**config.mk**
```make
export PLATFORM = sky130hd
export DESIGN_NAME = writeback_unit
export DESIGN_NICKNAME = d
export VERILOG_FILES = /design/src/rtl/writeback_unit_pkg.sv /design/src/rtl/writeback_unit_load_extract.sv /design/src/rtl/writeback_unit.sv
export SDC_FILE = /design/constraint.sdc
export NUM_CORES = 1
export LEC_CHECK = 0
export CAP_MARGIN = 5
export CELL_PAD_IN_SITES_DETAIL_PLACEMENT = 0
export CELL_PAD_IN_SITES_GLOBAL_PLACEMENT = 1
export CORE_ASPECT_RATIO = 1.2
export CORE_UTILIZATION = 34
export DETAILED_ROUTE_END_ITERATION = 12
export PLACE_DENSITY_LB_ADDON = 0.25
export SETUP_SLACK_MARGIN = 0.1
export SYNTH_ARGS = -nofsm -noshare
export SYNTH_HDL_FRONTEND = slang
export SYNTH_HIERARCHICAL = 1
export SYNTH_SLANG_ARGS = --single-unit
```
**constraint.sdc**
```tcl
create_clock -name clk -period 7.8 [get_ports clk]
set_input_delay 1.56 -clock clk [delete_from_list [all_inputs] [get_ports clk]]
set_output_delay 1.56 -clock clk [all_outputs]
set_load 0.02 [all_outputs]
```
**src/rtl/writeback_unit_pkg.sv**
```systemverilog
// Shared definitions for the writeback stage: datapath width, write-source
// and load-type encodings, and the controller state type.
package writeback_unit_pkg;

    localparam int XLEN = 32;

    localparam logic [1:0] WB_SRC_ALU  = 2'b00;
    localparam logic [1:0] WB_SRC_LOAD = 2'b01;
    localparam logic [1:0] WB_SRC_PC4  = 2'b10;

    localparam logic [2:0] F3_LB  = 3'b000;
    localparam logic [2:0] F3_LH  = 3'b001;
    localparam logic [2:0] F3_LW  = 3'b010;
    localparam logic [2:0] F3_LBU = 3'b100;
    localparam logic [2:0] F3_LHU = 3'b101;

    typedef enum logic [1:0] {
        ST_IDLE      = 2'b00,
        ST_WAIT_LOAD = 2'b01,
        ST_WRITE     = 2'b10
    } wb_state_t;

endpackage

```
**src/rtl/writeback_unit_load_extract.sv**
```systemverilog
// Combinational load alignment: picks the byte/half/word out of the memory
// word, sign/zero-extends it, and flags misaligned or unknown load types.
module writeback_unit_load_extract
    import writeback_unit_pkg::*;
(
    input  logic [2:0]      i_funct3,
    input  logic [1:0]      i_addr,
    input  logic [XLEN-1:0] i_mem_rdata,
    output logic [XLEN-1:0] o_data,
    output logic            o_err
);

    logic [7:0]  w_byte;
    logic [15:0] w_half;

    assign w_byte = i_mem_rdata[{i_addr, 3'b000} +: 8];
    assign w_half = i_mem_rdata[{i_addr[1], 4'b0000} +: 16];

    always_comb begin
        o_data = i_mem_rdata;
        o_err  = 1'b0;
        case (i_funct3)
            F3_LB:  o_data = {{24{w_byte[7]}}, w_byte};
            F3_LBU: o_data = {24'd0, w_byte};
            F3_LH: begin
                o_data = {{16{w_half[15]}}, w_half};
                o_err  = i_addr[0];
            end
            F3_LHU: begin
                o_data = {16'd0, w_half};
                o_err  = i_addr[0];
            end
            F3_LW:  o_err = (i_addr != 2'b00);
            default: o_err = 1'b1;
        endcase
    end

endmodule

```
**src/rtl/writeback_unit.sv**
```systemverilog
// Writeback stage: accepts one retired result per handshake, waits for load
// data when needed, and issues a one-cycle register-file write pulse.
module writeback_unit
    import writeback_unit_pkg::*;
(
    input  logic            clk,
    input  logic            rst_n,
    input  logic            wb_valid,
    output logic            wb_ready,
    input  logic [4:0]      rdsel_in,
    input  logic            rd_we,
    input  logic [1:0]      wb_src,
    input  logic [2:0]      funct3,
    input  logic [XLEN-1:0] alu_result,
    input  logic [XLEN-1:0] pc,
    input  logic            mem_rvalid,
    input  logic [XLEN-1:0] mem_rdata,
    output logic [XLEN-1:0] rddata_wr,
    output logic [4:0]      rdsel_wr,
    output logic            phase_writeback,
    output logic            retire,
    output logic            load_err
);

    wb_state_t       r_state;
    logic [4:0]      r_rdsel;
    logic            r_rd_we;
    logic [2:0]      r_funct3;
    logic [1:0]      r_addr;
    logic [XLEN-1:0] r_rddata_wr;
    logic [4:0]      r_rdsel_wr;
    logic            r_phase_wb;
    logic            r_retire;
    logic            r_load_err;

    logic            w_idle;
    logic            w_accept;
    logic            w_is_load;
    logic            w_rd_writes;
    logic [XLEN-1:0] w_value;
    logic [2:0]      w_ex_funct3;
    logic [1:0]      w_ex_addr;
    logic [XLEN-1:0] w_ex_data;
    logic            w_ex_err;

    assign w_idle      = (r_state == ST_IDLE);
    assign w_accept    = wb_valid & w_idle;
    assign w_is_load   = (wb_src == WB_SRC_LOAD);
    assign w_rd_writes = rd_we & (rdsel_in != 5'd0);
    assign w_value     = (wb_src == WB_SRC_PC4) ? pc + 32'd4 : alu_result;

    // One extractor serves both phases: live inputs for the alignment check
    // at acceptance, latched type/offset once waiting on the memory response.
    assign w_ex_funct3 = w_idle ? funct3 : r_funct3;
    assign w_ex_addr   = w_idle ? alu_result[1:0] : r_addr;

    writeback_unit_load_extract u_load_extract (
        .i_funct3    (w_ex_funct3),
        .i_addr      (w_ex_addr),
        .i_mem_rdata (mem_rdata),
        .o_data      (w_ex_data),
        .o_err       (w_ex_err)
    );

    always_ff @(posedge clk or negedge rst_n) begin
        if (!rst_n) begin
            r_state     <= ST_IDLE;
            r_rdsel     <= 5'd0;
            r_rd_we     <= 1'b0;
            r_funct3    <= 3'd0;
            r_addr      <= 2'd0;
            r_rddata_wr <= '0;
            r_rdsel_wr  <= 5'd0;
            r_phase_wb  <= 1'b0;
            r_retire    <= 1'b0;
            r_load_err  <= 1'b0;
        end else begin
            r_phase_wb <= 1'b0;
            r_retire   <= 1'b0;
            r_load_err <= 1'b0;
            case (r_state)
                ST_IDLE: begin
                    if (w_accept) begin
                        r_rdsel  <= rdsel_in;
                        r_rd_we  <= rd_we;
                        r_funct3 <= funct3;
                        r_addr   <= alu_result[1:0];
                        if (!w_is_load) begin
                            r_state    <= ST_WRITE;
                            r_retire   <= 1'b1;
                            r_phase_wb <= w_rd_writes;
                            if (w_rd_writes) begin
                                r_rddata_wr <= w_value;
                                r_rdsel_wr  <= rdsel_in;
                            end
                        end else if (w_ex_err) begin
                            r_state    <= ST_WRITE;
                            r_retire   <= 1'b1;
                            r_load_err <= 1'b1;
                        end else begin
                            r_state <= ST_WAIT_LOAD;
                        end
                    end
                end
                ST_WAIT_LOAD: begin
                    if (mem_rvalid) begin
                        r_state    <= ST_WRITE;
                        r_retire   <= 1'b1;
                        r_phase_wb <= r_rd_we & (r_rdsel != 5'd0);
                        if (r_rd_we && (r_rdsel != 5'd0)) begin
                            r_rddata_wr <= w_ex_data;
                            r_rdsel_wr  <= r_rdsel;
                        end
                    end
                end
                ST_WRITE: r_state <= ST_IDLE;
                default:  r_state <= ST_IDLE;
            endcase
        end
    end

    assign wb_ready        = w_idle;
    assign rddata_wr       = r_rddata_wr;
    assign rdsel_wr        = r_rdsel_wr;
    assign phase_writeback = r_phase_wb;
    assign retire          = r_retire;
    assign load_err        = r_load_err;

endmodule

```
==> impl_metrics.json <==
{
  "cp.arrival_ps": 4260,
  "post_cts_resized": 0,
  "layout_common_cells": "clkdlybuf4s50_1 (150), nand2_1 (59), dfrtp_1 (53)",
  "cap_violations": 0,
  "yosysWarnings": 6,
  "start_kind": "primary input",
  "grt_overflow": 0,
  "final_cells": 776,
  "path_common_cell": "buf_4",
  "synth-edff-count": 0,
  "port_buffers": 151,
  "cp_data_required_time_ps": 7970,
  "hold_viol_final": 0,
  "ctsHoldBuffers": 0,
  "start_util_pct": 35.4,
  "antenna_found_initial": 0,
  "grt_max_degree": 54,
  "path_cells": "clkdlybuf4s50_1 > nor3_1 > a211oi_1 > buf_4 > a41oi_2 > buf_4 > inv_1 > buf_4 > a32oi_1 > o211ai_1",
  "fp-row-count": 42,
  "power.leakage_nw": 2.19,
  "syn_area_sq_um": 3990,
  "final_layout_size_suffix_gt1_share_pct": 8.20,
  "clockRootBuffer": "clkbuf_16",
  "irDropWorstVdd_v": 0.000119,
  "wire_per_inst_um": 18.6,
  "setup_viol": 0,
  "syn_inst": 487,
  "yosysSeqAreaShare_pct": 33.3,
  "avgSynthCellArea_sq_um": 8.18,
  "hp-class": "reg2reg",
  "dr.pass1.iters": 5,
  "grt_pass1_vias": 4043,
  "synth_seq_cells": 53,
  "die_h_um": 121,
  "slew_headroom_pct": 27.4,
  "worstMarginPinSlew_ps": 1080,
  "slowest_stage": "clkdlybuf4s50_1",
  "ioPinCount": 152,
  "ys_types": 54,
  "worst-path-max-fanout": 32,
  "endpoint_kind": "register",
  "fmax_ghz": 0.245,
  "cts_htree_levels": 2,
  "final_common_cell": "clkdlybuf4s50_1",
  "status": "finished, final reports clean",
  "grt_pass1_wl_mm": 21.9,
  "syn-num-nets": 599,
  "die_w_um": 101,
  "tns_ps": 0,
  "design.core.area_sq_um": 11200,
  "synth_ff_type": "dfrtp_1",
  "fillers": 1122,
  "vias_per_cell": 5.35,
  "die_area_sq_um": 12200,
  "cts_buffers": 5,
  "cts_setup_buffers": 0,
  "hpwl_mm": 11.3,
  "grt_setup_unrepaired": "false",
  "antenna_left": 0,
  "placed_cells": 768,
  "vias": 4151,
  "p_per_area_nw_per_um2": 239,
  "path_clk_slew_ps": 80,
  "crit_type": "in2reg",
  "clock_sinks": 53,
  "skew_ps": 5.18,
  "route.detailed.drc": 0,
  "synthArstFlopShare_pct": 100,
  "clk_latency_ps": 300,
  "final_nets": 733,
  "min_period_ps": 4090,
  "seq_area_sq_um": 1330,
  "finalCritPeriodShare_pct": 52.4,
  "max_stage_delay_ps": 440,
  "antennaDiodeCount": 0,
  "totalWireLength_mm": 14.5,
  "syn_to_final_growth_pct": 43.5,
  "cts_tree": "done",
  "drt_iter0_markers": 217,
  "multi_input_area_sq_um": 2410,
  "slew_viol_final": 0,
  "ctsLongestPathBuffers": 2,
  "routabilityCongestion": 0.895,
  "grt_usage_pct": 23.8
}
-- worst paths after layout --
kind,cells past startpoint,end,slack [ps],startpoint
worst max register to register,7,rddata_wr[31]$_DFFE_PN0P_,4600,r_state[1]$_DFFE_PN0P_
worst min-delay path,2,rddata_wr[5]$_DFFE_PN0P_,490,rddata_wr[5]$_DFFE_PN0P_
min in group asynchronous,2,r_funct3[0]$_DFFE_PN0P_,1390,rst_n
worst max-delay path,10,rddata_wr[15]$_DFFE_PN0P_,3710,rdsel_in[3]
worst min register to register,2,rddata_wr[5]$_DFFE_PN0P_,490,rddata_wr[5]$_DFFE_PN0P_
max in group asynchronous,2,rddata_wr[3]$_DFFE_PN0P_,5940,rst_n
-- metrics by stage --
stage	setup WS, ps	utilization [%]	total power (W)	hold WS [ps]	area (sq um)
finish	3710	50.8	0.00136	489	5720
detailed placement	3380	49.5	0.00114	480	5570
floorplan	4300	-	0.000814	465	3990
global route	3530	50.8	0.00144	522	5720
CTS	3670	50.8	0.00138	498	5720
global placement	3470	49.5	0.00113	465	5570
-- sequential cells by signal, summed over array words and instances (netlist names) --
| register | cells |
|---|---|
| load_err | 1 |
| phase_writeback | 1 |
| r_addr | 2 |
| r_funct3 | 3 |
| r_rd_we | 1 |
| r_rdsel | 5 |
| r_state | 2 |
| rddata_wr | 32 |
| rdsel_wr | 5 |
| retire | 1 |
-- routing by layer --
layer / share of wire, % / GRT usage (%) / up-vias / wire (um)
li1: - / - / 2026 / -
met1: 43 / 30.0 / 1978 / 6180
met2: 51 / 42.5 / 136 / 7350
met3: 5.0 / 3.18 / 11 / 726
met4: 1.5 / 6.07 / 0 / 210
met5: 0 / 0 / - / 0
-- logic make-up after synthesis --
logic type	after synthesis	synth area share [%]
compound gates	140	23.3
mux	27	7.69
flops	53	33.3
fa+ha+maj	1	0.314
xor+xnor	25	5.49
simple gates	190	23.6
buf+inv	51	6.34
-- critical path: cells and delay by family --
| family | cells | cell delay (ps) |
|---|---|---|
| buf+inv | 5 | 1640 |
| compound gates | 4 | 650 |
| simple gates | 1 | 360 |
-- cells in the mapped netlist, drive strengths merged (3+ instances only) --
library cell / instances / share of area (%)
a32oi: 12 / 2.6
nor2b: 11 / 1.7
a211oi: 5 / 0.94
a22o: 4 / 0.88
nand2b: 3 / 0.47
a31oi: 7 / 1.1
nor3: 9 / 1.1
or2: 3 / 0.47
a221o: 5 / 1.3
a22oi: 3 / 0.57
o211ai: 20 / 3.8
xnor2: 9 / 2.0
mux2: 19 / 5.4
buf: 8 / 1.3
nand4: 12 / 2.3
inv: 19 / 1.8
and2: 6 / 0.94
o21ai: 25 / 3.1
nand2: 59 / 5.6
xor2: 16 / 3.5
dfrtp: 53 / 33
nand3: 25 / 3.4
nor4: 5 / 1.3
clkbuf: 23 / 3.2
a21oi: 50 / 6.3
nor2: 49 / 4.6
mux2i: 7 / 1.8
-- power by group --
group	leakage (nW)	switching [W]	internal [W]	total (W)
sequential	0.637	0.0000624	0.000370	0.000432
combinational	1.49	0.000372	0.000324	0.000696
clock	0.0680	0.000115	0.000122	0.000236
-- area by class of cell --
cell class                      instances  share of cell area (%)
Multi-Input combinational cell        383                    42.2
Timing Repair Buffer                  158                    27.3
Sequential cell                        53                    23.2
Tap cell                              154                    3.37
Clock buffer                            5                    2.19
Inverter                               20                    1.31
Clock inverter                          3                   0.460
Power figures use the tool's default switching activity.
